--- src/rtl/fp_mul_seq.sv ---
`default_nettype none
// ============================================================================
//  Module   : fp_mul_seq
//  Brief    : Sequential IEEE-754 multiplier for half or single precision.
//             Special operands resolve in one cycle; ordinary operands run a
//             radix-2 shift-add significand multiply, then one normalise
//             cycle and one round-to-nearest-even cycle.
//  Revision : 1.0  initial release
// ============================================================================
module fp_mul_seq (
    input  logic        clk,
    input  logic        rst,
    input  logic        start,
    input  logic        MODE_FP,
    input  logic        sign_a,
    input  logic        sign_b,
    input  logic [7:0]  exp_a,
    input  logic [7:0]  exp_b,
    input  logic [22:0] mant_a,
    input  logic [22:0] mant_b,
    input  logic        is_denormal_a,
    input  logic        is_denormal_b,
    output logic [31:0] result,
    output logic [4:0]  flags,
    output logic        busy,
    output logic        done
);

    typedef enum logic [2:0] {
        S_IDLE  = 3'd0,
        S_MUL   = 3'd1,
        S_NORM  = 3'd2,
        S_ROUND = 3'd3,
        S_DONE  = 3'd4
    } state_t;

    state_t state_q, state_d;

    // Captured operation context
    logic               mode_q;
    logic               sign_q;
    logic signed [9:0]  exp_q;
    logic [47:0]        mcand_q;
    logic [23:0]        mplier_q;
    logic [47:0]        acc_q;
    logic [4:0]         cnt_q;
    logic [47:0]        norm_q;
    logic [31:0]        result_q;
    logic [4:0]         flags_q;

    // ------------------------------------------------------------------
    // Operand decode from the live inputs (only meaningful in IDLE)
    // ------------------------------------------------------------------
    logic        w_a_exp_zero, w_b_exp_zero;
    logic        w_a_exp_max,  w_b_exp_max;
    logic        w_a_frac_zero, w_b_frac_zero;
    logic        w_a_frac_msb, w_b_frac_msb;
    logic        w_a_impl, w_b_impl;
    logic        w_a_nan, w_b_nan, w_a_snan, w_b_snan;
    logic        w_a_inf, w_b_inf, w_a_zero, w_b_zero;
    logic        w_special;
    logic        w_sign_prod;
    logic [23:0] w_sig_a, w_sig_b;
    logic [9:0]  w_eeff_a, w_eeff_b, w_bias;
    logic [31:0] w_spec_result;
    logic [4:0]  w_spec_flags;

    assign w_a_exp_zero  = MODE_FP ? (exp_a == 8'd0)    : (exp_a[4:0] == 5'd0);
    assign w_b_exp_zero  = MODE_FP ? (exp_b == 8'd0)    : (exp_b[4:0] == 5'd0);
    assign w_a_exp_max   = MODE_FP ? (exp_a == 8'hFF)   : (exp_a[4:0] == 5'h1F);
    assign w_b_exp_max   = MODE_FP ? (exp_b == 8'hFF)   : (exp_b[4:0] == 5'h1F);
    assign w_a_frac_zero = MODE_FP ? (mant_a == 23'd0)  : (mant_a[9:0] == 10'd0);
    assign w_b_frac_zero = MODE_FP ? (mant_b == 23'd0)  : (mant_b[9:0] == 10'd0);
    assign w_a_frac_msb  = MODE_FP ? mant_a[22] : mant_a[9];
    assign w_b_frac_msb  = MODE_FP ? mant_b[22] : mant_b[9];

    assign w_a_nan  = w_a_exp_max & ~w_a_frac_zero;
    assign w_b_nan  = w_b_exp_max & ~w_b_frac_zero;
    assign w_a_snan = w_a_nan & ~w_a_frac_msb;
    assign w_b_snan = w_b_nan & ~w_b_frac_msb;
    assign w_a_inf  = w_a_exp_max & w_a_frac_zero;
    assign w_b_inf  = w_b_exp_max & w_b_frac_zero;
    assign w_a_zero = w_a_exp_zero & w_a_frac_zero;
    assign w_b_zero = w_b_exp_zero & w_b_frac_zero;

    assign w_special   = w_a_nan | w_b_nan | w_a_inf | w_b_inf | w_a_zero | w_b_zero;
    assign w_sign_prod = sign_a ^ sign_b;

    // Denormal (or zero) operands have no hidden one and an effective exponent of 1
    assign w_a_impl = ~(w_a_exp_zero | is_denormal_a);
    assign w_b_impl = ~(w_b_exp_zero | is_denormal_b);
    assign w_sig_a  = MODE_FP ? {w_a_impl, mant_a} : {13'd0, w_a_impl, mant_a[9:0]};
    assign w_sig_b  = MODE_FP ? {w_b_impl, mant_b} : {13'd0, w_b_impl, mant_b[9:0]};
    assign w_eeff_a = ~w_a_impl ? 10'd1 : (MODE_FP ? {2'd0, exp_a} : {5'd0, exp_a[4:0]});
    assign w_eeff_b = ~w_b_impl ? 10'd1 : (MODE_FP ? {2'd0, exp_b} : {5'd0, exp_b[4:0]});
    assign w_bias   = MODE_FP ? 10'd127 : 10'd15;

    // Special-operand result: NaN beats inf*0, which beats inf, which beats zero
    always_comb begin
        w_spec_result = 32'd0;
        w_spec_flags  = 5'd0;
        if (w_a_nan | w_b_nan) begin
            w_spec_result = MODE_FP ? 32'h7FC0_0000 : 32'h0000_7E00;
            w_spec_flags  = {w_a_snan | w_b_snan, 4'd0};
        end else if ((w_a_inf & w_b_zero) | (w_a_zero & w_b_inf)) begin
            w_spec_result = MODE_FP ? 32'h7FC0_0000 : 32'h0000_7E00;
            w_spec_flags  = 5'b10000;
        end else if (w_a_inf | w_b_inf) begin
            w_spec_result = MODE_FP ? {w_sign_prod, 8'hFF, 23'd0}
                                    : {16'd0, w_sign_prod, 5'h1F, 10'd0};
        end else if (w_a_zero | w_b_zero) begin
            w_spec_result = MODE_FP ? {w_sign_prod, 31'd0}
                                    : {16'd0, w_sign_prod, 15'd0};
        end
    end

    // ------------------------------------------------------------------
    // Normalisation: move the product's leading one to bit 47
    // ------------------------------------------------------------------
    logic [5:0]        w_lead;
    logic [47:0]       w_norm;
    logic [9:0]        w_exp_norm;

    // Leading-one position of the raw product, then the matching shift/exponent
    always_comb begin
        w_lead = 6'd0;
        for (int i = 0; i < 48; i++) begin
            if (acc_q[i]) w_lead = 6'(i);
        end
        w_norm     = acc_q << (6'd47 - w_lead);
        // Product of two 1.x values has its binary point at 2*(W-1)
        w_exp_norm = exp_q + {4'd0, w_lead} - (mode_q ? 10'd46 : 10'd20);
    end

    // ------------------------------------------------------------------
    // Rounding: RNE on the W-bit significand held at the top of norm_q
    // ------------------------------------------------------------------
    logic [23:0]        w_mant, w_mant_r;
    logic               w_guard, w_sticky, w_up, w_carry, w_inexact;
    logic signed [9:0]  w_exp_r;
    logic signed [9:0]  w_exp_lim;
    logic [31:0]        w_rnd_result;
    logic [4:0]         w_rnd_flags;

    // Round, detect overflow/underflow and pack the final word
    always_comb begin
        w_mant    = mode_q ? norm_q[47:24] : {13'd0, norm_q[47:37]};
        w_guard   = mode_q ? norm_q[23]    : norm_q[36];
        w_sticky  = mode_q ? (|norm_q[22:0]) : (|norm_q[35:0]);
        w_up      = w_guard & (w_sticky | w_mant[0]);
        w_inexact = w_guard | w_sticky;
        w_mant_r  = w_mant + {23'd0, w_up};
        // A rounding carry clears the hidden-one position (all-ones rolls over)
        w_carry   = mode_q ? ~w_mant_r[23] : ~w_mant_r[10];
        w_exp_r   = exp_q + {9'd0, w_carry};
        w_exp_lim = mode_q ? 10'sd255 : 10'sd31;

        if (w_exp_r >= w_exp_lim) begin
            w_rnd_result = mode_q ? {sign_q, 8'hFF, 23'd0} : {16'd0, sign_q, 5'h1F, 10'd0};
            w_rnd_flags  = 5'b00101;
        end else if (w_exp_r < 10'sd1) begin
            w_rnd_result = mode_q ? {sign_q, 31'd0} : {16'd0, sign_q, 15'd0};
            w_rnd_flags  = 5'b00011;
        end else begin
            w_rnd_result = mode_q ? {sign_q, w_exp_r[7:0], w_mant_r[22:0]}
                                  : {16'd0, sign_q, w_exp_r[4:0], w_mant_r[9:0]};
            w_rnd_flags  = {4'd0, w_inexact};
        end
    end

    // ------------------------------------------------------------------
    // Control
    // ------------------------------------------------------------------
    logic [4:0] w_last;
    assign w_last = mode_q ? 5'd23 : 5'd10;

    // State register
    always_ff @(posedge clk) begin
        if (rst) state_q <= S_IDLE;
        else     state_q <= state_d;
    end

    // Next-state logic
    always_comb begin
        state_d = state_q;
        case (state_q)
            S_IDLE:  if (start) state_d = w_special ? S_DONE : S_MUL;
            S_MUL:   if (cnt_q == w_last) state_d = S_NORM;
            S_NORM:  state_d = S_ROUND;
            S_ROUND: state_d = S_DONE;
            S_DONE:  state_d = S_IDLE;
            default: state_d = S_IDLE;
        endcase
    end

    // Datapath: capture, shift-add multiply, normalise, round
    always_ff @(posedge clk) begin
        if (rst) begin
            mode_q   <= 1'b0;
            sign_q   <= 1'b0;
            exp_q    <= 10'sd0;
            mcand_q  <= 48'd0;
            mplier_q <= 24'd0;
            acc_q    <= 48'd0;
            cnt_q    <= 5'd0;
            norm_q   <= 48'd0;
            result_q <= 32'd0;
            flags_q  <= 5'd0;
        end else begin
            case (state_q)
                S_IDLE: begin
                    if (start) begin
                        mode_q <= MODE_FP;
                        sign_q <= w_sign_prod;
                        if (w_special) begin
                            result_q <= w_spec_result;
                            flags_q  <= w_spec_flags;
                        end else begin
                            mcand_q  <= {24'd0, w_sig_a};
                            mplier_q <= w_sig_b;
                            acc_q    <= 48'd0;
                            cnt_q    <= 5'd0;
                            exp_q    <= w_eeff_a + w_eeff_b - w_bias;
                        end
                    end
                end
                S_MUL: begin
                    if (mplier_q[0]) acc_q <= acc_q + mcand_q;
                    mcand_q  <= mcand_q << 1;
                    mplier_q <= mplier_q >> 1;
                    cnt_q    <= cnt_q + 5'd1;
                end
                S_NORM: begin
                    norm_q <= w_norm;
                    exp_q  <= w_exp_norm;
                end
                S_ROUND: begin
                    result_q <= w_rnd_result;
                    flags_q  <= w_rnd_flags;
                end
                default: ;
            endcase
        end
    end

    assign result = result_q;
    assign flags  = flags_q;
    assign busy   = (state_q != S_IDLE);
    assign done   = (state_q == S_DONE);

endmodule
`default_nettype wire

--- config.mk ---
export PLATFORM = sky130hd
export DESIGN_NAME = fp_mul_seq
export DESIGN_NICKNAME = d
export VERILOG_FILES = /design/src/rtl/fp_mul_seq.sv
export SDC_FILE = /design/constraint.sdc
export NUM_CORES = 1
export LEC_CHECK = 0
export BUFFER_PORTS_ARGS = -buffer_cell sky130_fd_sc_hd__buf_2
export CORE_ASPECT_RATIO = 1.2
export CORE_UTILIZATION = 62
export CTS_CLUSTER_DIAMETER = 30
export DETAILED_ROUTE_END_ITERATION = 8
export PLACE_DENSITY_LB_ADDON = 0.08
export SYNTH_ARGS = -nofsm -noshare
export SYNTH_HDL_FRONTEND = slang
export SYNTH_SLANG_ARGS = --single-unit
--- constraint.sdc ---
create_clock -name clk -period 6.4 [get_ports clk]
set_input_delay 0.64 -clock clk [delete_from_list [all_inputs] [get_ports clk]]
set_output_delay 0.64 -clock clk [all_outputs]
set_load 0.1 [all_outputs]
== Word-level counts from Yosys, hierarchy flattened ==
Cells that the tools add are included.
Word-level totals
  bits in registers: 225
  output and inout port bits: 39
  word-level logic and storage cells: 202
  bits of input ports: 70
Operators by class
  reduce and logical (&&, ||, !) cells: 21
  add/sub/neg operators: 9
  order comparisons: 2
  shift-type cells: 1
  bitwise gates (word level): 33
  equal/unequal tests: 14
  mux-type cells: 111
Operators by type and width (count)
  $mux 32: 13
  $mux 6: 47
  $mux 48: 5
  $pmux 48 s2: 2
  $mux 24: 5
  $pmux 32 s2: 1
  $add 48x48->48: 1
  $pmux 24 s2: 1
  $shl 48x6->48: 1
  $logic_not 23->1: 2
  $mux 8: 5
  $reduce_or 36->1: 1
  $mux 5: 7
  $mux 31: 1
  $add 24x1->24: 1
  $reduce_or 23->1: 1
  $logic_not 10->1: 2
  $mux 10: 2
  $pmux 10 s2: 1
  $pmux 5 s2: 2
  $eq 8x8->1 const B: 2
  $logic_not 8->1: 2
  $or 1x1->1: 13
  $mux 1: 12
  29 further kinds: 61

== Logic depth before layout (Yosys ltp) ==
Gate-level depths: netlist (run 1).
  depth after elaboration: 50
  depth in mapped cells: 27
  mapped depth without buffers: 25

== Least setup slack after synthesis (run 1) ==
OpenSTA, ideal clock, no wires.
  kind: flip-flop to flip-flop
  start: reg mode_q
  end: reg result_q[30], in the netlist result[30]
  period minus slack after synthesis: 5.883 ns
  setup slack: 0.517 ns
  data required time: 6.322 ns
  path buffers: 5
  cell stages (with the launch flop): 28
  library setup time: 0.078 ns
  arrival: 5.805 ns
  path through: dfxtp_1 > clkbuf_1 > clkbuf_1 > clkbuf_1 > mux2i_1 > nor2_1 > ha_1 > nand2_1 > a21oi_1 > nand2_1 > nor4_1 > nand4_1 > o22ai_1 > xnor2_1 > ha_1 > ha_1 > clkbuf_1 > nand3_1 > xnor2_1 > inv_1 > ha_1 > a21o_1 > a21oi_1 > nand2_1 > nor2_1 > clkbuf_1 > a21oi_1 > nor3_1
Between the ends
  longest elaborated chain between the ends: 11
  elaborated cells between the ends (all ways): 18
  those cells by class: 2 x add/sub; 2 x order compare; 10 x mux; 4 x bitwise
RTL lines
  start, declared: line 40  | logic mode_q;
  start signal, assigned: line 199  | mode_q <= 1'b0;
  start signal, assigned: line 213  | mode_q <= MODE_FP;
  $mux 1 / $mux 24 (equally long branches): line 149, 147
  $or 1x1->1: line 150  | w_up = w_guard & (w_sticky | w_mant[0]);
  $and 1x1->1: line 150
  $add 24x1->24: line 152  | w_mant_r = w_mant + {23'd0, w_up};
  $not 1->1: line 154  | w_carry = mode_q ? ~w_mant_r[23] : ~w_mant_r[10];
  $mux 1: line 154
  $add 10x1->10: line 155  | w_exp_r = exp_q + {9'd0, w_carry};
  $lt 10x2->1 / $mux 32 (equally long branches): line 161, 165
  $mux 32: line 161  | end else if (w_exp_r < 10'sd1) begin
  $mux 32 *: line 158  | if (w_exp_r >= w_exp_lim) begin
  $pmux 32 s2 *: line 210  | case (state_q)
  end signal, assigned: line 216  | result_q <= w_spec_result;
  end signal, assigned: line 238  | result_q <= w_rnd_result;
  end, declared: line 48  | logic [31:0] result_q;
Every way passes the cells marked *; elsewhere a longest branch is shown, timed or not.
A chain may end at the register's enable or synchronous reset.

== Worst setup path after layout (run 1) ==
  start: reg mode_q
  end: reg result_q[15], in the netlist result[15]
Between the ends
  longest elaborated chain between the ends: 11
  elaborated cells between the ends (all ways): 19
  those cells by class: 2 x add/sub; 2 x order compare; 11 x mux; 4 x bitwise
RTL lines (line)
  $mux 1 / $mux 24 (equally long branches): 149, 147
  $or 1x1->1: 150
  $and 1x1->1: 150
  $add 24x1->24: 152
  $not 1->1: 154
  $mux 1: 154
  $add 10x1->10: 155
  $lt 10x2->1: 161
  $mux 32: 161
  $mux 32 *: 158
  $pmux 32 s2 *: 210
Marked as above.

==> summary.md, run 1 <==
| Metric | Value |
|---|---|
| Die Height | between 150 and 200 um |
| Synth cell types | 75 |
| Nets | around 2,300 |
| Total routed wirelength | about 48 mm |
| RSZ-0062 raised after global routing | false |
| I/O pins | 109 |
| Seq/Total Area, Yosys | between 20 and 30% |
| CP max FO | 10 |
| Row cnt | 64 |
| Largest net degree at the start of global routing | 91 |
| Worst VDD drop | 0.000215 V |
| Core area | 25,500 um^2 |
| CTS H-tree lvls | 2 |
| Least-Margin Pin Slew | approximately 1100 ps |
| Via count | 15,799 |
| Largest family of logic cells by synthesized area | compound AO/OA/AOI/OAI gates |
| CP required | between 6000 and 7000 ps |
| Initial antenna violation count | 0 |
| Share of cells above drive strength 1 | 12.5% |
| Area share of the largest cell type after synthesis | 28.0% |
| Dpl hpwl | between 30 and 40 mm |
| Die width | 149 um |
| Initial DRC count | 1,075 |
| Post-DRT Antenna Nets | 0 |
| Register-to-register setup slack | around 750 ps |
| GPL Wtd Cong | 0.978 |
| Dpl ws | 818 ps |
| Ys Warns | 0 |
| Crit start category | flip-flop |
| Area Overhead vs Synth | 14.8% |
| Total negative setup slack | 0 ps |
| Initial Util | 62.9% |
| Synth Register Bits | 224 |
| CTS tree | yes |
| Port buffer count | 107 |
| Post-synth EDFFs | 0 |
| CP endpoint kind | flip-flop |
| Tmin final | 5650 ps |
| # DRC | 0 |
| Die area | about 26,000 um^2 |
| Synthesized cell area | ~16,000 um^2 |
| Pwr dens | 274 nW/um^2 |
| CP arrival | between 6000 and 7000 ps |
| P_int | 3.57 mW |
| Status | finished, final reports clean |
| Crit path kind | reg -> reg |
| CTS buffer count | 47 |
| Slew Viols, Final | 0 |
| FFs w/ async S/R, synth | 0% |
| Adder-Cell Fraction of Synth Area | 7.54% |
| Tot Pwr | between 5 and 6 mW |
| Syn Area/Cell | slightly below 8 um^2 |
| Via density | 6.40 |
| Comb pwr share | 19.1% |
| Final Skew | 18.2 ps |
| Seq pwr share | between 20 and 30% |
| Mux contribution to synthesized area | 10.1% |
| Leakage | between 7 and 8 nW |
| Post-CTS setup buffers | 0 |
| Slew HR | 29.7% |
| Sw Ratio | 29.1% |
| First-pass GRT wire length | 76.2 mm |
| Max_cap viols | 0 |
| GR Overflow Total | 0 |
| Avg WL per Cell | 19.5 um |
| Cell with the most instances after synthesis | nor2_1 |
| Commonest cells in the netlist | 267 x nor2_1, 224 x dfxtp_1, 205 x nand2_1, 127 x mux2i_1, 110 x a21oi_1 |
| GRT Total Usage | 36.0% |
| Clock slew at reported path FFs | about 50 ps |
| Fill cells | 2,081 |
| Fin cells | 2,467 |
| Sw Pwr | 1.46 mW |
| Clock power share | between 50 and 60% |
| Synth Net Count | roughly 2,200 |
| Synth Area in Compound Gates | 23.4% |
| Post-synthesis xor/xnor area fraction | 4.54% |
| Final setup fails | 0 |
| CTS root buf | clkbuf_16 |
| Max clock buf depth | 3 |
| Worst-skew pair later-pin latency | 540 ps |
| Synth Instances | approximately 2,000 |
| Final worst slack | 751 ps |
| Final core occ | 72.1% |
| Placed Area | about 17,000 um^2 |
| Worst hold path type | in -> reg |
| Hold_ws | between 300 and 400 ps |
| Simple-gate portion of the synthesized area | 21.6% |
| Period utilization | 88.3% |
| Main flop type after synthesis | dfxtp_1 |
| Fmax | between 0.15 and 0.2 GHz |
| Design area | 18,400 um^2 |
| Number of clock sinks | 224 |
| Final Hold Viols | 0 |
| CTS Hold Bufs | 0 |
| Vias in the first global route | 14,878 |
| CTS resizes | 0 |
| Leading post-synthesis cells by cell area | dfxtp_1 28%, mux2i_1 7.9%, ha_1 6.4% |
| Placed cell count | 2,380 |
| Largest area contributor in the synthesized netlist | dfxtp_1 |
| Router iterations before antenna repair | 7 |
[layout by cell type, fill, tap and decap left out, types with 15 or more instances in the layout]
master / instances
a211oi_1: 35
a21o_1: 35
a21oi_1: 110
a22oi_1: 70
a311oi_1: 52
a31oi_1: 16
and3_1: 15
buf_2: 106
buf_4: 29
clkbuf_16: 47
dfxtp_1: 224
ha_1: 82
inv_1: 58
mux2_2: 28
mux2i_1: 127
nand2_1: 204
nand2b_1: 20
nand3_1: 93
nand4_1: 16
nor2_1: 267
nor2b_1: 16
nor3_1: 53
nor4_1: 33
o211ai_1: 19
o21a_1: 16
o21ai_0: 60
xnor2_1: 55
xor2_1: 28
[layer usage]
metal / routed length, um / vias up / track usage [%]
met5: 0 / - / 0
met1: 20000 / 7468 / 44.2
met2: 23400 / 533 / 60.8
li1: - / 7665 / -
met3: 2520 / 133 / 5.01
met4: 2300 / 0 / 19.0
[critical path, cell delays in order (launching register included)]
cell,delay [ps]
dfxtp_1,530
mux2_2,260
nor4_1,50
nor2_1,100
ha_1,180
nand2_1,90
a21oi_1,280
nand2_1,170
nor4_1,540
nand4_1,260
o22ai_1,210
xnor2_1,150
ha_1,250
ha_1,340
nand3_1,140
xnor2_1,190
inv_1,80
ha_1,270
a21o_1,160
a21oi_1,250
nand2_1,180
nor2_1,470
nand2_1,120
a311oi_1,260
[power groups by stage]
stage	clock (mW)	combinational, mW	sequential [mW]
2_1_floorplan	0	0.730	1.52
3_3_place_gp	0	0.923	1.53
3_5_place_dp	0	0.939	1.53
4_1_cts	2.58	0.949	1.50
5_1_grt	2.66	1.05	1.51
6_report	2.57	0.962	1.50
[layout make-up]
| class | instances | area (um^2) | share of cell area [%] |
|---|---|---|---|
| Multi-Input combinational cell | 1627 | 10800 | 58.7 |
| Sequential cell | 224 | 4480 | 24.4 |
| Clock buffer | 58 | 1270 | 6.90 |
| Timing Repair Buffer | 136 | 759 | 4.13 |
| Clock inverter | 28 | 419 | 2.28 |
| Tap cell | 330 | 413 | 2.25 |
| Inverter | 63 | 236 | 1.29 |
| Antenna cell | 1 | 2.50 | 0.0136 |
[flip-flops by register name, indices dropped and copies added (netlist names)]
name and count:
mcand_q 48, acc_q 48, mplier_q 24, exp_q 10, state_q 3, flags 4, mode_q 1, cnt_q 5
norm_q 48, sign_q 1, result 32
[cells by family (layout without fill, tap and decap cells)]
kind of cell / Yosys count / in the layout
AND/OR/NAND/NOR: 763 / 763
AO/OA/AOI/OAI: 533 / 533
flip-flops: 224 / 224
buffers and inverters: 190 / 285
multiplexers: 156 / 156
adder cells (fa/ha/maj): 91 / 91
XOR/XNOR: 83 / 83
other: 1 / 2
[path summary, 6_finish.rpt]
kind                             startpoint                        end  cells after the start
setup / recovery        mode_q$_SDFFE_PP0P_    result[15]$_SDFFE_PP0P_                     23
hold / removal                    mant_a[0]    mcand_q[0]$_SDFFE_PP0P_                      3
setup reg to reg        mode_q$_SDFFE_PP0P_    result[15]$_SDFFE_PP0P_                     23
hold reg to reg   mplier_q[10]$_SDFFE_PP0P_  mplier_q[10]$_SDFFE_PP0P_                      2
No activity file was read; power rests on OpenSTA's default activity.
==> run 2: changes to the inputs <==
==> constraint.sdc (replaced) <==
create_clock -name clk -period 6.4 [get_ports clk]
set_input_delay 0.32 -clock clk [delete_from_list [all_inputs] [get_ports clk]]
set_output_delay 0.32 -clock clk [all_outputs]
set_load 0.1 [all_outputs]
==> summary.md, run 2 (synthesized netlist as in run 1, its figures left out) <==
| Metric | Value |
|---|---|
| Pwr dens | 269 nW/um^2 (-1.8%) |
| Worst VDD drop | 0.000224 V (+3.9%) |
| Register-to-register setup slack | 910 ps (+160 ps) |
| Area Overhead vs Synth | 14.2% |
| Leakage | 7.47 nW (-0.77%) |
| Dpl hpwl | 34.1 mm (-1.5%) |
| Worst r2r src | norm_q[34]$_SDFFE_PP0P_ |
| Most frequent cells in the layout | 267 x nor2_1, 224 x dfxtp_1, 204 x nand2_1 |
| Period utilization | 85.7% (-2.5 points) |
| Share of cells above drive strength 1 | 12.3% (-0.17 points) |
| CTS root buf | clkbuf_16 |
| Tot Pwr | 4.92 mW (-2.3%) |
| Max clock buf depth | 3 (unchanged) |
| CTS buffer count | 46 (-2.1%) |
| First-pass GRT wire length | 77.0 mm (+1.0%) |
| Max_cap viols | 0 (unchanged) |
| Fmax | 0.182 GHz (+3.0%) |
| Via density | 6.52 (+1.8%) |
| Total routed wirelength | 48.2 mm (about the same) |
| Initial DRC count | 1,286 (+20%) |
| Via count | 16,050 (+1.6%) |
| Worst R2R End | result[15]$_SDFFE_PP0P_ |
| GRT Total Usage | 36.1% (+0.13 points) |
| Post-CTS setup buffers | 0 (unchanged) |
| CTS H-tree lvls | 2 (unchanged) |
| Worst min-delay path startpoint | mant_b[5] |
| CP arrival | 5940 ps (-150 ps) |
| Final Skew | 18.8 ps (+0.586 ps) |
| Avg WL per Cell | 19.6 um (+0.20%) |
| Total negative setup slack | 0 ps (unchanged) |
| CP endpoint kind | flip-flop |
| CTS tree | yes |
| Hold_ws | 43.5 ps (-322 ps) |
| Crit-path slowest cell | nor2_1 |
| Least-Margin Pin Slew | 1300 ps (+240 ps) |
| Port buffer count | 107 (unchanged) |
| Router iterations before antenna repair | 7 (unchanged) |
| Number of clock sinks | 224 (unchanged) |
| I/O pins | 109 (unchanged) |
| CP required | 6850 ps (about the same) |
| Max stage delay on crit path | 470 ps (-70 ps) |
| Crit path kind | reg -> reg |
| Clock slew at reported path FFs | 50 ps (about the same) |
| Final setup fails | 0 (unchanged) |
| Core area | 25,500 um^2 (unchanged) |
| Row cnt | 64 (unchanged) |
| CTS Hold Bufs | 0 (unchanged) |
| Slew Viols, Final | 0 (unchanged) |
| Antenna cells | 0 (-1) |
| Largest regs | acc_q x48, mcand_q x48, norm_q x48 |
| Status | finished, final reports clean |
| Die area | 26,500 um^2 (unchanged) |
| CP max FO | 8 (-2) |
| R2R cell count | 24 (+4.3%) |
| Die width | 149 um (unchanged) |
| Die Height | 178 um (unchanged) |
| Final Hold Viols | 0 (unchanged) |
| RSZ-0062 raised after global routing | false |
| # DRC | 0 (unchanged) |
| Worst-skew pair later-pin latency | 550 ps (about the same) |
| Nets | 2,258 (-0.088%) |
| Vias in the first global route | 15,094 (+1.5%) |
| Crit start category | flip-flop |
| Slew HR | 13.5% (-16 points) |
| Initial antenna violation count | 0 (unchanged) |
| GR Overflow Total | 0 (unchanged) |
| GPL Wtd Cong | 1.00 (+2.2%) |
| Tmin final | 5490 ps (-163 ps) |
| Largest net degree at the start of global routing | 96 (+5.5%) |
| Commonest non-fill, non-tap cell in the layout | nor2_1 |
| CP Cell Sequence | nor3_1 > a41oi_1 > nor4_1 > nor2_1 > ha_1 > nand2_1 > a21oi_1 > nand2_1 > nor4_2 > nand4_1 > o22ai_1 > xnor2_1 > ha_1 > ha_1 > nand3_1 > xnor2_1 > inv_1 > ha_1 > a21o_1 > a21oi_1 > nand2_1 > nor2_1 > nand2_1 > a311oi_1 |
| Worst hold path type | in -> reg |
| Hold path depth | 3 (unchanged) |
| Post-DRT Antenna Nets | 0 (unchanged) |
| Worst Hold End | mplier_q[5]$_SDFFE_PP0P_ |
| Initial Util | 62.9% (unchanged) |
==> run 2: worst max-delay path by stage <==
stage | to | start | depth (start not counted) | slack [ps]
2_1_floorplan | result[30]$_SDFFE_PP0P_ | mode_q$_SDFFE_PP0P_ | 27 | 520
3_3_place_gp | result[15]$_SDFFE_PP0P_ | norm_q[30]$_SDFFE_PP0P_ | 24 | 1030
3_5_place_dp | result[15]$_SDFFE_PP0P_ | norm_q[34]$_SDFFE_PP0P_ | 24 | 830
4_1_cts | result[15]$_SDFFE_PP0P_ | norm_q[34]$_SDFFE_PP0P_ | 24 | 810
5_1_grt | result[15]$_SDFFE_PP0P_ | norm_q[26]$_SDFFE_PP0P_ | 24 | 190
6_report | result[15]$_SDFFE_PP0P_ | norm_q[34]$_SDFFE_PP0P_ | 24 | 910
==> run 2: layout make-up <==
cell class / count / area (um^2)
inverters: 63 / 236
clock buffers: 58 / 1250
multi-input cells: 1627 / 10800
flip-flops and latches: 224 / 4480
well taps: 330 / 413
fillers: 2144 / 7180
repair buffers: 135 / 757
clock inverters: 26 / 352
==> run 2: critical path: cells and delay by family (launching register included) <==
kind            cells  cell delay (ps)
fa+ha+maj           4             1040
xor+xnor            2              320
simple gates       11             2090
buf+inv             1               80
flops               1              410
compound gates      6             1450
==> run 2: stage by stage <==
| stage | area (um^2) | std cells | setup WS, ps | utilization (%) |
|---|---|---|---|---|
| final | 18300 | 2463 | 914 | 71.8 |
| after global routing | 18300 | 2463 | 186 | 71.8 |
| after detailed placement | 16700 | 2378 | 834 | 65.4 |
| after CTS | 18300 | 2462 | 810 | 71.7 |
| after global placement | 16700 | 2378 | 1030 | 65.4 |
| after floorplan | 16000 | 2041 | 517 | - |
==> run 2: routing by layer <==
layer  track usage (%)  share of wire (%)  up-vias
met2              61.2                 48      647
met4              18.6                4.6        0
met5                 0                  0        -
li1                  -                  -     7651
met1              43.9                 41     7589
met3              5.86                6.4      163
==> run 2: power by group <==
part | leakage, nW | switching [mW] | internal (mW)
Clock | 0.759 | 0.793 | 1.66
Sequential | 1.82 | 0.0560 | 1.45
Combinational | 4.89 | 0.602 | 0.362
Total | 7.47 | 1.45 | 3.47
==> run 2: repair_timing <==
item                                   CTS  global route
resized for setup                        0             1
setup endpoints to repair                0             1
endpoints found under the hold margin    0             0
